[src/rtl/pc_sequencer.sv]
// pc_sequencer: multi-cycle fetch/execute controller for the program counter.
// It handshakes with instruction and data memory, drives the PC register's
// update enable, stops on halt, latches a fetch-timeout fault and counts
// retired instructions.
module pc_sequencer #(
  parameter int IMEM_TIMEOUT = 16,
  parameter int RETIRE_W     = 32
) (
  input  logic                clock,
  input  logic                reset,
  input  logic                imem_ready,
  input  logic                dmem_done,
  input  logic                is_mem_op,
  input  logic                halt_req,
  input  logic                resume,
  output logic                imem_req,
  output logic                dmem_req,
  output logic                instr_valid,
  output logic                pc_en,
  output logic                fault,
  output logic                halted,
  output logic [RETIRE_W-1:0] retired
);

  typedef enum logic [2:0] {
    S_IDLE     = 3'd0,
    S_FETCH    = 3'd1,
    S_EXECUTE  = 3'd2,
    S_MEM_WAIT = 3'd3,
    S_HALT     = 3'd4,
    S_FAULT    = 3'd5
  } state_t;

  // Last FETCH cycle index before a missing imem_ready becomes a fault.
  localparam logic [7:0] TO_LAST = 8'(IMEM_TIMEOUT - 1);

  state_t              r_state;
  logic [7:0]          r_toCount;
  logic [RETIRE_W-1:0] r_retired;
  logic                w_pcEn;
  logic                w_retire;

  // Mealy PC enable and retire strobe; halt resume steps the PC but does not retire.
  always_comb begin
    w_pcEn   = 1'b0;
    w_retire = 1'b0;
    unique case (r_state)
      S_EXECUTE: begin
        if (!halt_req && !is_mem_op) begin
          w_pcEn   = 1'b1;
          w_retire = 1'b1;
        end
      end
      S_MEM_WAIT: begin
        if (dmem_done) begin
          w_pcEn   = 1'b1;
          w_retire = 1'b1;
        end
      end
      S_HALT: begin
        if (resume) begin
          w_pcEn = 1'b1;
        end
      end
      default: begin
        w_pcEn   = 1'b0;
        w_retire = 1'b0;
      end
    endcase
  end

  // State sequencing, fetch timeout counting and the retired-instruction counter.
  always_ff @(posedge clock or posedge reset) begin
    if (reset) begin
      r_state   <= S_IDLE;
      r_toCount <= 8'd0;
      r_retired <= '0;
    end else begin
      if (w_retire) begin
        r_retired <= r_retired + 1'b1;
      end
      unique case (r_state)
        S_IDLE: begin
          r_toCount <= 8'd0;
          r_state   <= S_FETCH;
        end
        S_FETCH: begin
          if (imem_ready) begin
            r_toCount <= 8'd0;
            r_state   <= S_EXECUTE;
          end else if (r_toCount == TO_LAST) begin
            r_state <= S_FAULT;
          end else begin
            r_toCount <= r_toCount + 8'd1;
          end
        end
        S_EXECUTE: begin
          if (halt_req) begin
            r_state <= S_HALT;
          end else if (is_mem_op) begin
            r_state <= S_MEM_WAIT;
          end else begin
            r_state <= S_FETCH;
          end
        end
        S_MEM_WAIT: begin
          if (dmem_done) begin
            r_state <= S_FETCH;
          end
        end
        S_HALT: begin
          if (resume) begin
            r_state <= S_FETCH;
          end
        end
        S_FAULT: begin
          r_state <= S_FAULT;
        end
        default: begin
          r_state <= S_IDLE;
        end
      endcase
    end
  end

  assign imem_req    = (r_state == S_FETCH);
  assign dmem_req    = (r_state == S_MEM_WAIT);
  assign instr_valid = (r_state == S_EXECUTE) || (r_state == S_MEM_WAIT);
  assign halted      = (r_state == S_HALT);
  assign fault       = (r_state == S_FAULT);
  assign pc_en       = w_pcEn;
  assign retired     = r_retired;

endmodule

[config.mk]
export PLATFORM = sky130hd
export DESIGN_NAME = pc_sequencer
export DESIGN_NICKNAME = d
export VERILOG_FILES = /design/src/rtl/pc_sequencer.sv
export SDC_FILE = /design/constraint.sdc
export NUM_CORES = 1
export LEC_CHECK = 0
export CAP_MARGIN = 40
export CORE_MARGIN = 8
export CORE_UTILIZATION = 30
export DETAILED_ROUTE_END_ITERATION = 8
export SYNTH_ARGS = -nofsm -noshare
export SYNTH_HDL_FRONTEND = slang
export SYNTH_SLANG_ARGS = --single-unit
[constraint.sdc]
create_clock -name clock -period 3.6 [get_ports clock]
set_clock_uncertainty 0.05 [all_clocks]
set_input_delay 0.54 -clock clock [delete_from_list [all_inputs] [get_ports clock]]
set_output_delay 0.54 -clock clock [all_outputs]
set_load 0.02 [all_outputs]
==> results of run 1 <==
layer usage:
layer  wire (um)  part of all wire [%]  vias to the layer above
met5           0                     0                        -
met4          42                  0.86                        0
met3         240                   4.9                        4
met2        2280                    47                       29
met1        2290                    47                      778
li1            -                     -                      821
placed cells by master (no fill, tap or decap), types with 2 or more instances in the layout:
cell type | netlist | final
clkbuf_8 | 0 | 6
xnor2_1 | 24 | 24
inv_1 | 11 | 11
nor3_1 | 5 | 5
a2111oi_4 | 2 | 2
xor2_1 | 11 | 11
a21boi_0 | 2 | 2
nor2_1 | 19 | 19
nand3_1 | 20 | 20
o21ai_0 | 6 | 6
buf_4 | 0 | 2
nor4_1 | 3 | 3
nand2_1 | 14 | 14
and4_1 | 2 | 2
nand4_1 | 9 | 9
dfrtp_1 | 43 | 43
and3_1 | 3 | 3
or3_1 | 2 | 2
ha_1 | 2 | 2
nand2b_1 | 2 | 2
nor3b_1 | 4 | 4
and2_1 | 3 | 3
clkdlybuf4s50_1 | 0 | 44
where the power goes:
group / switching (uW) / internal (uW)
logic: 252 / 206
registers: 84.1 / 538
clock network: 151 / 151
through the flow:
step	std cells	area (um2)	util, %
floorplan	208	2170	-
global placement	350	2730	38.3
detailed placement	350	2730	38.3
CTS	357	2820	39.5
global route	357	2820	39.5
finish	357	2820	39.5
state kept, by name, summed over array words and instances (netlist names):
signal     flops
r_state        3
r_toCount      8
retired       32
worst paths after layout:
check                             from     endpoint  slack, ns  cells past startpoint
hold / removal             retired[31]  retired[31]       0.41                      1
setup / recovery              halt_req        pc_en       0.63                      5
setup reg to reg            r_state[0]  retired[14]       1.45                      5
hold reg to reg            retired[31]  retired[31]       0.41                      1
max in group asynchronous        reset   retired[8]       2.21                      3
min in group asynchronous        reset  retired[29]       0.52                      2
kinds of logic (layout without fill, tap and decap cells):
group / after synthesis / count (layout)
fa+ha+maj: 2 / 2
flops: 43 / 43
compound gates: 18 / 18
buf+inv: 14 / 64
xor+xnor: 35 / 35
mux: 1 / 1
simple gates: 95 / 95
final cells by class:
cell class                 instances  area, um2  share of cell area (%)
multi-input combinational        151       1030                    36.7
clock inverter                     1       5.00                   0.178
sequential                        43       1080                    38.2
tap                               99        124                    4.39
timing repair buffer              46        455                    16.2
clock buffer                       6       82.6                    2.93
inverter                          11       41.3                    1.46
==> results.yml, run 1 <==
critical_path:
  cpMaxStageDelayCell: "clkdlybuf4s50_1"
  worstPathMaxFanout: 6
  crit_type: "primary input to output port"
  arrival_ns: 2.38
  cp-end-kind: "output port"
  path_buf_inv: 2
  path_cells: "clkdlybuf4s50_1, o21ba_2, or3_1, nand2_1, clkdlybuf4s50_1"
  startpoint_type: "primary input"
  critical_path.top_delay_family: "buffers and inverters"
  cp.required_ns: 3.01
  worst_path_largest_cell_delay_ns: 0.60
  cpMostUsedCell: "clkdlybuf4s50_1"
logic_synthesis:
  ys_types: 41
  synth_area_um2: 2170
  synthXorXnorAreaFrac_pct: 14.1
  synth-edff-count: 0
  synthTopCellsByCount: "dfrtp_1, xnor2_1, nand3_1"
  synth_top_family_by_area: "simple AND/OR/NAND/NOR gates"
  synth_cells: 208
  synth_nets: 217
  synthSimpleGateAreaFrac_pct: 24.3
  netlist.area_leader.share_pct: 49.5
  synth-compound-area-share_pct: 7.55
  synth_mux_area_share_pct: 0.518
  async_flop_share_pct: 100
  synth_adder_area_share_pct: 1.15
  synth_seq_cells: 43
  ys_top_cells_by_area: "dfrtp_1, xnor2_1, nand3_1, xor2_1, nor2_1"
  synth_warnings: 0
  syn_area_per_cell_um2: 10.4
  yosysMostFrequentCell: "dfrtp_1"
  ys_seq_area_share_pct: 49.5
  synth.largest_area_cell: "dfrtp_1"
  yosys_most_used_dff: "dfrtp_1"
sta:
  rsz0062_at_grt: "false"
  slew_headroom_pct: 56.5
  slew_violations: 0
  hold_viol_final: 0
  period_needed_ns: 2.97
  finalCritPeriodShare_pct: 82.4
  fmax_mhz: 337
  setup_viol: 0
  tightest_slew_ns: 0.646
  setup_slack_ns: 0.634
  fin_tns_setup_ns: 0
  whs_ns: 0.415
floorplan:
  io_pins: 45
  start_util_pct: 30.4
  num_rows: 31
  die_y_um: 101
  core_area_um2: 7140
  die_area_um2: 10200
  die_w_um: 101
global_route:
  met1_usage_pct: 13.4
  grt_pass1_wl_um: 8380
  grt_pass1_vias: 1686
  grt_max_degree: 32
  busiest_layer: "met2"
  overflow: 0
  grt_use_met3_pct: 3.38
  antenna_found_initial: 0
  track_usage_pct: 10.3
  grt_use_met2_pct: 15.8
cts:
  worst_skew_pair.late_latency_ns: 0.28
  cts_tree: "built"
  cts_root_buffer: "clkbuf_8"
  cts_buffer_depth: 2
  post_cts_resize_count: 0
  cts_hold_buf: 0
  cts_made_buffers: 5
  cts_setup_buffers: 0
  clkSinkCount: 43
  htreeDepth: 2
  clkTransAtPathRegs_ns: 0.07
power:
  peakVddDrop_v: 0.000218
  leakage_uw: 0.00117
  power_uw: 1380
  power.density_nw_per_um2: 490
min_path:
  hold_class: "flop to flop"
place:
  post-place-ws_ns: 0.625
  gp_congestion: 0.813
  io_buffers: 44
  hpwl_um: 3710
job:
  drv_cap: 0
route:
  totalWireLength_um: 4860
  first_iter_violations: 48
  antenna_left: 0
  firstDrtPassIters: 4
  routedWlPerCell_um: 13.6
  routed_via_density: 4.57
  drc_errors: 0
  route.vias.total: 1632
cells_and_area:
  synthToLayoutAreaGrowth_pct: 29.8
  n_fill_cell: 730
  nets: 267
  drive_gt1_share_pct: 7.36
  diodes: 0
run_status:
  outcome: "completed"
(Power assumes the default switching activity.)
==> run 2: changes to the inputs <==
- clock period: 3.6 -> 3 ns (I/O delays scaled with it)
==> results.yml, run 2 (synthesized netlist as in run 1, its figures left out) <==
global_route:
  track_usage_pct: 10.1
  grt_pass1_vias: 1653
  grt_pass1_wl_um: 8310
  overflow: 0
  grt_max_degree: 44
  antenna_found_initial: 0
sta:
  slew_violations: 0
  finalCritPeriodShare_pct: 88.7
  period_needed_ns: 2.66
  slew_headroom_pct: 58.8
  whs_ns: 0.426
  fin_tns_setup_ns: 0
  rsz0062_at_grt: "false"
  hold_viol_final: 0
  fmax_mhz: 376
  tightest_slew_ns: 0.613
  setup_viol: 0
cts:
  cts_tree: "built"
  clkSinkCount: 43
  clkTransAtPathRegs_ns: 0.07
  cts_made_buffers: 5
  worst_skew_pair.late_latency_ns: 0.29
  cts_buffer_depth: 2
  htreeDepth: 2
  cts_setup_buffers: 0
  cts_hold_buf: 0
  post_cts_resize_count: 0
  cts_root_buffer: "clkbuf_8"
floorplan:
  core_area_um2: 7140
  io_pins: 45
  num_rows: 31
  die_y_um: 101
  die_w_um: 101
  start_util_pct: 30.4
  die_area_um2: 10200
cells_and_area:
  n_fill_cell: 729
  multi_input_area_um2: 1030
  utilization_pct: 39.8
  drive_gt1_share_pct: 7.34
  diodes: 0
  largest_reg_flops: 32
  stdcell_count: 358
  layout_common_cells: "clkdlybuf4s50_1, dfrtp_1, xnor2_1"
  final_common_cell: "clkdlybuf4s50_1"
  synthToLayoutAreaGrowth_pct: 30.8
  nets: 268
  design_area_um2: 2840
  seq_area_um2: 1080
place:
  io_buffers: 44
  gp_congestion: 0.806
  placed_cell_area_um2: 2740
  placed_cells: 351
  hpwl_um: 3610
job:
  drv_cap: 0
critical_path:
  cpMostUsedCell: "clkdlybuf4s50_1"
  path_cells: "clkdlybuf4s50_1, o21ba_2, or3_1, nand2_1, clkdlybuf4s50_1"
  cpMaxStageDelayCell: "clkdlybuf4s50_1"
  arrival_ns: 2.16
  worst_path_largest_cell_delay_ns: 0.59
  cp-end-kind: "output port"
  worstPathMaxFanout: 4
  crit_type: "primary input to output port"
  cp.required_ns: 2.50
  rrSetupSlack_ns: 0.85
  startpoint_type: "primary input"
min_path:
  hold_class: "flop to flop"
route:
  first_iter_violations: 98
  drc_errors: 0
  totalWireLength_um: 4860
  routedWlPerCell_um: 13.6
  routed_via_density: 4.63
  route.vias.total: 1658
  antenna_left: 0
  firstDrtPassIters: 4
power:
  leakage_uw: 0.00118
  power.density_nw_per_um2: 609
  peakVddDrop_v: 0.000269
run_status:
  outcome: "completed"
run 2: cell types whose count changed in the layout (fill, tap and decap cells not counted), sizes merged:
| cell | previous run | this run |
|---|---|---|
| buf | 2 | 3 |
| clkinv | 1 | 0 |
| bufinv | 0 | 1 |
run 2: path summary, 6_finish.rpt:
path                               end  cells past startpoint   startpoint
max                              pc_en                      5     halt_req
min                        retired[31]                      1  retired[31]
max reg2reg                retired[16]                      5   r_state[0]
min reg2reg                retired[31]                      1  retired[31]
max in group asynchronous   r_state[0]                      3        reset
min in group asynchronous  retired[29]                      3        reset
run 2: layout make-up:
cell class / count / share of cell area [%]
Inverter: 11 / 1.45
Timing Repair Buffer: 47 / 16.3
Sequential cell: 43 / 37.9
Multi-Input combinational cell: 151 / 36.4
Clock buffer: 6 / 2.55
Tap cell: 99 / 4.36
Clock inverter: 1 / 1.06
run 2: critical path: cells and delay by family:
family / cells / cell delay, ns
AOI/OAI and AO/OA: 1 / 0.23
buffers and inverters: 2 / 1.05
and+or+nand+nor: 2 / 0.43
run 2: power by group:
part / total [uW] / leakage [uW] / switching [uW] / internal, uW
combinational: 552 / 0.000558 / 301 / 252
sequential: 745 / 0.000569 / 99.4 / 645
clock: 435 / 0.0000513 / 191 / 244
run 2: routing by layer:
| layer | part of all wire (%) | global-route usage [%] | vias to the layer above |
|---|---|---|---|
| li1 | - | - | 820 |
| met1 | 47 | 13.2 | 789 |
| met2 | 46 | 15.6 | 44 |
| met3 | 5.8 | 3.45 | 5 |
| met4 | 0.84 | 2.75 | 0 |
| met5 | 0 | 0 | - |
run 2: metrics by stage:
step                worst slack, ns  total power [uW]
floorplan                     0.991              1100
global placement              0.358              1320
detailed placement            0.345              1310
CTS                           0.334              1760
global route                  0.244              1840
finish                        0.338              1730
==> run 3: changes to the inputs <==
- PLACE_DENSITY_LB_ADDON: default -> 0.08
==> results.yml, run 3 (synthesized netlist as in run 1, its figures left out) <==
run_status:
  outcome: "completed"
sta:
  finalCritPeriodShare_pct: 89.4
  tightest_slew_ns: 0.668
  fmax_mhz: 373
  slew_headroom_pct: 55.1
  period_needed_ns: 2.68
  setup_viol: 0
  rsz0062_at_grt: "false"
  hold_viol_final: 0
  fin_tns_setup_ns: 0
  whs_ns: 0.413
  slew_violations: 0
cts:
  cts_setup_buffers: 0
  htreeDepth: 2
  cts_root_buffer: "clkbuf_8"
  cts_buffer_depth: 2
  worst_skew_pair.late_latency_ns: 0.29
  post_cts_resize_count: 0
  cts_made_buffers: 5
  clkSinkCount: 43
  clkTransAtPathRegs_ns: 0.08
  cts_hold_buf: 0
  cts_tree: "built"
route:
  routed_via_density: 4.62
  route.vias.total: 1658
  first_iter_violations: 56
  antenna_left: 0
  drc_errors: 0
  firstDrtPassIters: 4
  totalWireLength_um: 4940
  routedWlPerCell_um: 13.8
critical_path:
  crit_type: "flop to output port"
  ff2ff_path_depth: 5
  arrival_ns: 2.18
  rrSetupSlack_ns: 0.84
  r2r_start: "r_state[0]"
  startpoint_type: "flop"
  cp.required_ns: 2.50
  worstPathMaxFanout: 9
  r2r-end: "retired[16]"
  cp-end-kind: "output port"
min_path:
  hold_class: "flop to flop"
  hold_depth: 1
  holdPathEnd: "retired[31]"
  worstHoldStart: "retired[31]"
floorplan:
  num_rows: 31
  start_util_pct: 30.4
  die_w_um: 101
  die_y_um: 101
  io_pins: 45
  core_area_um2: 7140
  die_area_um2: 10200
cells_and_area:
  drive_gt1_share_pct: 8.08
  synthToLayoutAreaGrowth_pct: 31.5
  diodes: 0
  nets: 268
  layout_common_cells: "clkdlybuf4s50_1, dfrtp_1, xnor2_1"
  final_common_cell: "clkdlybuf4s50_1"
  largest_reg_flops: 32
global_route:
  grt_max_degree: 44
  grt_pass1_vias: 1695
  grt_pass1_wl_um: 8360
  antenna_found_initial: 0
  track_usage_pct: 10.3
  overflow: 0
power:
  leakage_uw: 0.00118
  power.density_nw_per_um2: 617
  peakVddDrop_v: 0.000241
place:
  hpwl_um: 3730
  gp_congestion: 0.783
  io_buffers: 44
job:
  drv_cap: 0
-- run 3: where the power goes --
group / total, uW / switching, uW / internal [uW]
sequential: 746 / 101 / 645
clock: 466 / 197 / 269
combinational: 551 / 300 / 251
total: 1760 / 598 / 1170
-- run 3: area by class of cell --
cell class | instances | area [um2]
multi-input combinational | 151 | 1030
fill | 740 | 4280
clock buffer | 6 | 82.6
timing repair buffer | 47 | 463
clock inverter | 2 | 35.0
tap | 99 | 124
sequential | 43 | 1080
inverter | 11 | 41.3
-- run 3: worst max-delay path by stage --
stage,start,endpoint,slack (ns),cells past startpoint
after floorplan,r_state[0],retired[16],0.99,6
after global placement,halt_req,pc_en,0.35,5
after detailed placement,halt_req,pc_en,0.32,5
after CTS,r_state[2],pc_en,0.29,4
after global routing,r_state[1],pc_en,0.20,4
final,r_state[2],pc_en,0.32,4
-- run 3: worst max-delay path: stages (launching register included) --
cell and delay (ns):
dfrtp_1 0.48, nand2b_1 0.34, or3_1 0.41, nand2_1 0.07
clkdlybuf4s50_1 0.59
-- run 3: metrics by stage --
| step | utilization (%) | area, um2 | instances | worst slack [ns] | total power [uW] |
|---|---|---|---|---|---|
| after global placement | 38.4 | 2740 | 351 | 0.354 | 1330 |
| after detailed placement | 38.4 | 2740 | 351 | 0.320 | 1320 |
| after CTS | 40.0 | 2860 | 359 | 0.290 | 1800 |
| after global routing | 40.0 | 2860 | 359 | 0.199 | 1880 |
| final | 40.0 | 2860 | 359 | 0.318 | 1760 |
| after floorplan | - | 2170 | 208 | 0.991 | 1100 |
-- run 3: metal layers --
layer	part of all wire (%)	GRT usage, %	wire length (um)	up-vias
met5	0	0	0	-
met4	0.77	3.44	38	0
met3	4.5	3.38	223	4
met2	46	16.2	2270	35
met1	49	12.9	2410	786
li1	-	-	-	833
